## src/rtl/dmem_arbiter.sv

```systemverilog
// rtl/dmem_arbiter.sv - two-port data memory arbiter with lock and lock watchdog
// Optional feature macro: DMEM_ARB_RR_EN (round-robin conflict resolution in IDLE;
// undefined = fixed priority, port 0 wins).
module dmem_arbiter #(
  parameter int LOCK_TIMEOUT = 16
) (
  input  logic        clk,
  input  logic        reset,
  input  logic        req0,
  input  logic        we0,
  input  logic [3:0]  be0,
  input  logic [31:0] addr0,
  input  logic [31:0] wdata0,
  input  logic        lock0,
  input  logic        req1,
  input  logic        we1,
  input  logic [3:0]  be1,
  input  logic [31:0] addr1,
  input  logic [31:0] wdata1,
  input  logic        lock1,
  output logic        gnt0,
  output logic        gnt1,
  output logic        rvalid0,
  output logic        rvalid1,
  output logic [31:0] rdata0,
  output logic [31:0] rdata1,
  output logic        cpu_stall,
  output logic        lock_err,
  output logic        mem_en,
  output logic        mem_we,
  output logic [3:0]  mem_be,
  output logic [31:0] mem_addr,
  output logic [31:0] mem_wdata,
  input  logic [31:0] mem_rdata
);

  localparam logic [1:0] ST_IDLE  = 2'd0;
  localparam logic [1:0] ST_LOCK0 = 2'd1;
  localparam logic [1:0] ST_LOCK1 = 2'd2;

  // Counter only has to reach LOCK_TIMEOUT-1; it is cleared whenever the lock ends.
  localparam int              CNT_W    = (LOCK_TIMEOUT > 1) ? $clog2(LOCK_TIMEOUT) : 1;
  localparam logic [CNT_W-1:0] CNT_LAST = CNT_W'(LOCK_TIMEOUT - 1);

  logic [1:0]       state_q, state_d;
  logic             last_gnt_q, last_gnt_d;
  logic [CNT_W-1:0] lock_cnt_q, lock_cnt_d;
  logic             rvalid0_q, rvalid0_d;
  logic             rvalid1_q, rvalid1_d;
  logic             lock_err_q, lock_err_d;

  // Grant decision: owner-only while locked, single requester or policy winner when idle.
  always_comb begin
    gnt0 = 1'b0;
    gnt1 = 1'b0;
    case (state_q)
      ST_LOCK0: gnt0 = req0;
      ST_LOCK1: gnt1 = req1;
      default: begin
        if (req0 && req1) begin
`ifdef DMEM_ARB_RR_EN
          if (last_gnt_q == 1'b0) begin
            gnt1 = 1'b1;
          end else begin
            gnt0 = 1'b1;
          end
`else
          gnt0 = 1'b1;
`endif
        end else begin
          gnt0 = req0;
          gnt1 = req1;
        end
      end
    endcase
  end

  // Lock state machine, lock age counter and watchdog break detection.
  always_comb begin
    state_d    = state_q;
    lock_cnt_d = lock_cnt_q;
    lock_err_d = 1'b0;
    case (state_q)
      ST_LOCK0: begin
        if (!lock0) begin
          state_d    = ST_IDLE;
          lock_cnt_d = '0;
        end else if (lock_cnt_q == CNT_LAST) begin
          state_d    = ST_IDLE;
          lock_cnt_d = '0;
          lock_err_d = 1'b1;
        end else begin
          lock_cnt_d = lock_cnt_q + CNT_W'(1);
        end
      end
      ST_LOCK1: begin
        if (!lock1) begin
          state_d    = ST_IDLE;
          lock_cnt_d = '0;
        end else if (lock_cnt_q == CNT_LAST) begin
          state_d    = ST_IDLE;
          lock_cnt_d = '0;
          lock_err_d = 1'b1;
        end else begin
          lock_cnt_d = lock_cnt_q + CNT_W'(1);
        end
      end
      default: begin
        state_d    = ST_IDLE;
        lock_cnt_d = '0;
        if (gnt0 && lock0) begin
          state_d = ST_LOCK0;
        end else if (gnt1 && lock1) begin
          state_d = ST_LOCK1;
        end
      end
    endcase
  end

  // Grant history and read-return flags for the next cycle.
  always_comb begin
    last_gnt_d = last_gnt_q;
    if (gnt1) begin
      last_gnt_d = 1'b1;
    end else if (gnt0) begin
      last_gnt_d = 1'b0;
    end
    rvalid0_d = gnt0 && !we0;
    rvalid1_d = gnt1 && !we1;
  end

  // Memory request mux: fields of the granted port, all zero when idle.
  always_comb begin
    mem_en    = 1'b0;
    mem_we    = 1'b0;
    mem_be    = 4'h0;
    mem_addr  = 32'h0;
    mem_wdata = 32'h0;
    if (gnt0) begin
      mem_en    = 1'b1;
      mem_we    = we0;
      mem_be    = be0;
      mem_addr  = addr0;
      mem_wdata = wdata0;
    end else if (gnt1) begin
      mem_en    = 1'b1;
      mem_we    = we1;
      mem_be    = be1;
      mem_addr  = addr1;
      mem_wdata = wdata1;
    end
  end

  // State registers; reset drops pending read returns and releases any lock.
  always_ff @(posedge clk) begin
    if (reset) begin
      state_q    <= ST_IDLE;
      last_gnt_q <= 1'b1;
      lock_cnt_q <= '0;
      rvalid0_q  <= 1'b0;
      rvalid1_q  <= 1'b0;
      lock_err_q <= 1'b0;
    end else begin
      state_q    <= state_d;
      last_gnt_q <= last_gnt_d;
      lock_cnt_q <= lock_cnt_d;
      rvalid0_q  <= rvalid0_d;
      rvalid1_q  <= rvalid1_d;
      lock_err_q <= lock_err_d;
    end
  end

  // Read data is steered to the port whose read is returning; zero otherwise.
  always_comb begin
    rvalid0   = rvalid0_q;
    rvalid1   = rvalid1_q;
    rdata0    = rvalid0_q ? mem_rdata : 32'h0;
    rdata1    = rvalid1_q ? mem_rdata : 32'h0;
    lock_err  = lock_err_q;
    cpu_stall = req0 && !gnt0;
  end

endmodule
```

## config.mk

```make
export PLATFORM = sky130hd
export DESIGN_NAME = dmem_arbiter
export DESIGN_NICKNAME = d
export VERILOG_FILES = /design/src/rtl/dmem_arbiter.sv
export SDC_FILE = /design/constraint.sdc
export NUM_CORES = 1
export LEC_CHECK = 0
export ABC_AREA = 1
export ABC_CLOCK_PERIOD_IN_PS = 1550
export CAP_MARGIN = 40
export CORE_AREA = 2 2 124 126
export CTS_BUF_LIST = sky130_fd_sc_hd__clkbuf_2
export DETAILED_ROUTE_END_ITERATION = 8
export DIE_AREA = 0 0 126 128
export GPL_ROUTABILITY_DRIVEN = 0
export GPL_TIMING_DRIVEN = 1
export SLEW_MARGIN = 15
export SYNTH_ARGS = -nofsm -noshare
export SYNTH_HDL_FRONTEND = slang
export SYNTH_SLANG_ARGS = --single-unit
```

## constraint.sdc

```tcl
create_clock -name clk -period 1.55 [get_ports clk]
set_input_delay 0.31 -clock clk [delete_from_list [all_inputs] [get_ports clk]]
set_output_delay 0.31 -clock clk [all_outputs]
set_load 0.01 [all_outputs]
```

==> impl_metrics.json <==
{
  "synth_cell_types": 22,
  "rsz0062_at_grt": "yes",
  "p_total_mw": 2.06,
  "core-area_sq_um": 14900,
  "synthCells": 424,
  "peakVddDrop_v": 0.000149,
  "power_density_nw_per_um2": 351,
  "area_growth_pct": 189,
  "syn_avg_cell_area_sq_um": 4.79,
  "ys_seq_area_share_pct": 8.88,
  "dr.pass1.iters": 4,
  "final_cell_mix": "clkdlybuf4s50_1, nand2_1, inv_1",
  "ant_nets": 0,
  "tightest_slew_ns": 0.239,
  "layout.nets": 939,
  "root_buffer": "clkbuf_2",
  "p_leak_nw": 3.23,
  "antenna_found_initial": 0,
  "max_freq_mhz": 478,
  "critPathKind": "reg -> out",
  "cts_tree": "done",
  "die_area_sq_um": 16100,
  "post-route-min-period_ns": 2.09,
  "cp_slowest_stage_delay_ns": 0.37,
  "cp.arrival_ns": 1.78,
  "clkTransAtPathRegs_ns": 0.09,
  "violations": "setup timing",
  "n_antenna_cell": 0,
  "first_iter_violations": 74,
  "cp_num_buf_inv": 4,
  "path_delay_family": "buffers and inverters",
  "dp_slack_ns": -0.875,
  "io_buffers": 315,
  "timing.final.hold_violations": 0,
  "cp_max_fo": 8,
  "dieWidth_um": 126,
  "die_h_um": 128,
  "netlist_area_sq_um": 2030,
  "ios": 316,
  "synth_nets": 603,
  "routed_wl_mm": 14.3,
  "yosys_warnings": 0,
  "critical_path.most_common_cell": "nand2_2",
  "layout_commonest_cell": "clkdlybuf4s50_1",
  "vias_per_cell": 4.04,
  "drc_errors": 0,
  "ff2ff_setup_slack_ns": 0.23,
  "clkLatencyLatePin_ns": 0.25,
  "max-slew-margin-rel_pct": 84.1,
  "grt_max_degree": 36,
  "clk_path_buf_depth": 2,
  "grt_pass1_vias": 3681,
  "dp_hpwl_mm": 9.97,
  "start_util_pct": 13.7,
  "fin_skew_ns": 0.000922,
  "fill_cells": 1642,
  "finalSetupViolations": 73,
  "finalWorstSetupSlack_ns": -0.541,
  "fin_crit_sh_pct": 135,
  "vias": 3822,
  "grt_pass1_wl_mm": 19.5,
  "endpoint_kind": "primary output",
  "final_cell_count_no_fill": 947,
  "fp-row-count": 45,
  "cp.required_ns": 1.24,
  "outcome": "finished with violations",
  "cts_made_buffers": 3,
  "dp_cells": 924,
  "wl_per_cell_um": 15.1,
  "worst_path_max_delay_cell": "dfxtp_4",
  "maxSlewViolCount": 0,
  "min_path_type": "reg -> reg",
  "max-cap-violations": 0,
  "track_usage_pct": 15.1,
  "utilization_pct": 39.4,
  "critPathLaunchType": "register",
  "ys_ff_latch": 9,
  "overflow": 0,
  "cts_sinks": 9,
  "crit_chain": "ha_4 -> nand2_2 -> inv_2 -> nor2_4 -> buf_12 -> clkbuf_16 -> nand3_2 -> nand2_2 -> buf_6",
  "cts_max_level": 1,
  "drive_above_1_share_pct": 36.6,
  "cts_hold_buf": 0
}
[metal layers]
metal	track usage, %	up-vias	wire length [um]	part of all wire, %
li1	-	1940	-	-
met1	17.7	1666	5540	39
met2	28.3	205	7560	53
met3	3.38	11	1060	7.4
met4	3.04	0	148	1.0
met5	0	-	0	0
[logic make-up (layout without fill, tap and decap cells)]
kind of cell / Yosys count / in the layout / share of synthesized area (%)
AO/OA/AOI/OAI: 5 / 5 / 1.54
adder cells (fa/ha/maj): 3 / 3 / 1.85
buffers and inverters: 104 / 439 / 22.9
flip-flops: 9 / 9 / 8.88
AND/OR/NAND/NOR: 303 / 303 / 64.8
[worst reg2reg max path, delay by kind of cell, from the launching register on]
| kind | cells | cell delay, ns |
|---|---|---|
| flip-flops | 1 | 0.35 |
| adder cells (fa/ha/maj) | 1 | 0.30 |
| AND/OR/NAND/NOR | 3 | 0.25 |
| buffers and inverters | 4 | 0.35 |
[layout make-up]
class                      instances  area [sq um]  share of cell area, %
clock buffer                       4          20.0                  0.341
inverter                          77           297                   5.06
multi-input combinational        311          1730                   29.4
sequential                         9           193                   3.29
tap                              188           235                   4.01
timing repair buffer             358          3390                   57.9
[cells in the mapped netlist]
cell      number  area [sq um]
nand2_4        2          22.5
dfxtp_1        9           180
nor2_4         1          11.3
o21ai_0        2          10.0
nor3_2         1          10.0
nand4_1        1          6.26
inv_2          2          7.51
nand2_1      196           736
nor2_1         5          18.8
clkbuf_1       6          22.5
inv_6          1          8.76
a211oi_1       1          7.51
buf_6          7          78.8
ha_1           3          37.5
nor4_1         1          6.26
buf_2         14          70.1
inv_1         74           278
nand3_1       75           375
nand2_2       19           119
o21ai_2        1          8.76
a21oi_1        1          5.00
nor3_1         2          10.0
[repair_timing]
| action | in CTS | in global routing |
|---|---|---|
| buffers inserted | 4 | 3 |
| endpoints found under the hold margin | 0 | 0 |
| resized for setup | 365 | 222 |
| pin swaps | 2 | 28 |
| cloned | 5 | 7 |
| endpoints found under the setup margin | 139 | 121 |
[state kept, by name, summed over array words and instances (netlist names)]
name        cells
rvalid1         1
lock_err        1
lock_cnt_q      4
rvalid0         1
state_q         2
[worst paths after layout]
path                                                from                  endpoint  cells past startpoint
worst min-delay path            lock_cnt_q[0]$_SDFF_PP0_  lock_cnt_q[0]$_SDFF_PP0_                      1
worst max-delay path               state_q[1]$_SDFF_PP0_             mem_wdata[18]                      9
worst max register to register     state_q[0]$_SDFF_PP0_        rvalid0$_SDFF_PP0_                      8
worst min register to register  lock_cnt_q[0]$_SDFF_PP0_  lock_cnt_q[0]$_SDFF_PP0_                      1
[stage by stage]
step                TNS, ns  hold slack, ns  instance area, sq um
detailed placement   -70.74           0.448                  5600
finish               -35.12           0.456                  5860
CTS                  -38.89           0.461                  5600
global placement     -67.90           0.449                  5600
floorplan           -0.0391           0.379                  2150
global route         -42.41           0.490                  5860
[report_power, final]
group          switching, mW  internal (mW)
combinational          0.724          0.946
sequential           0.00617          0.232
clock                 0.0833         0.0686
total                  0.813           1.25
No activity file was read; power rests on OpenSTA's default activity.
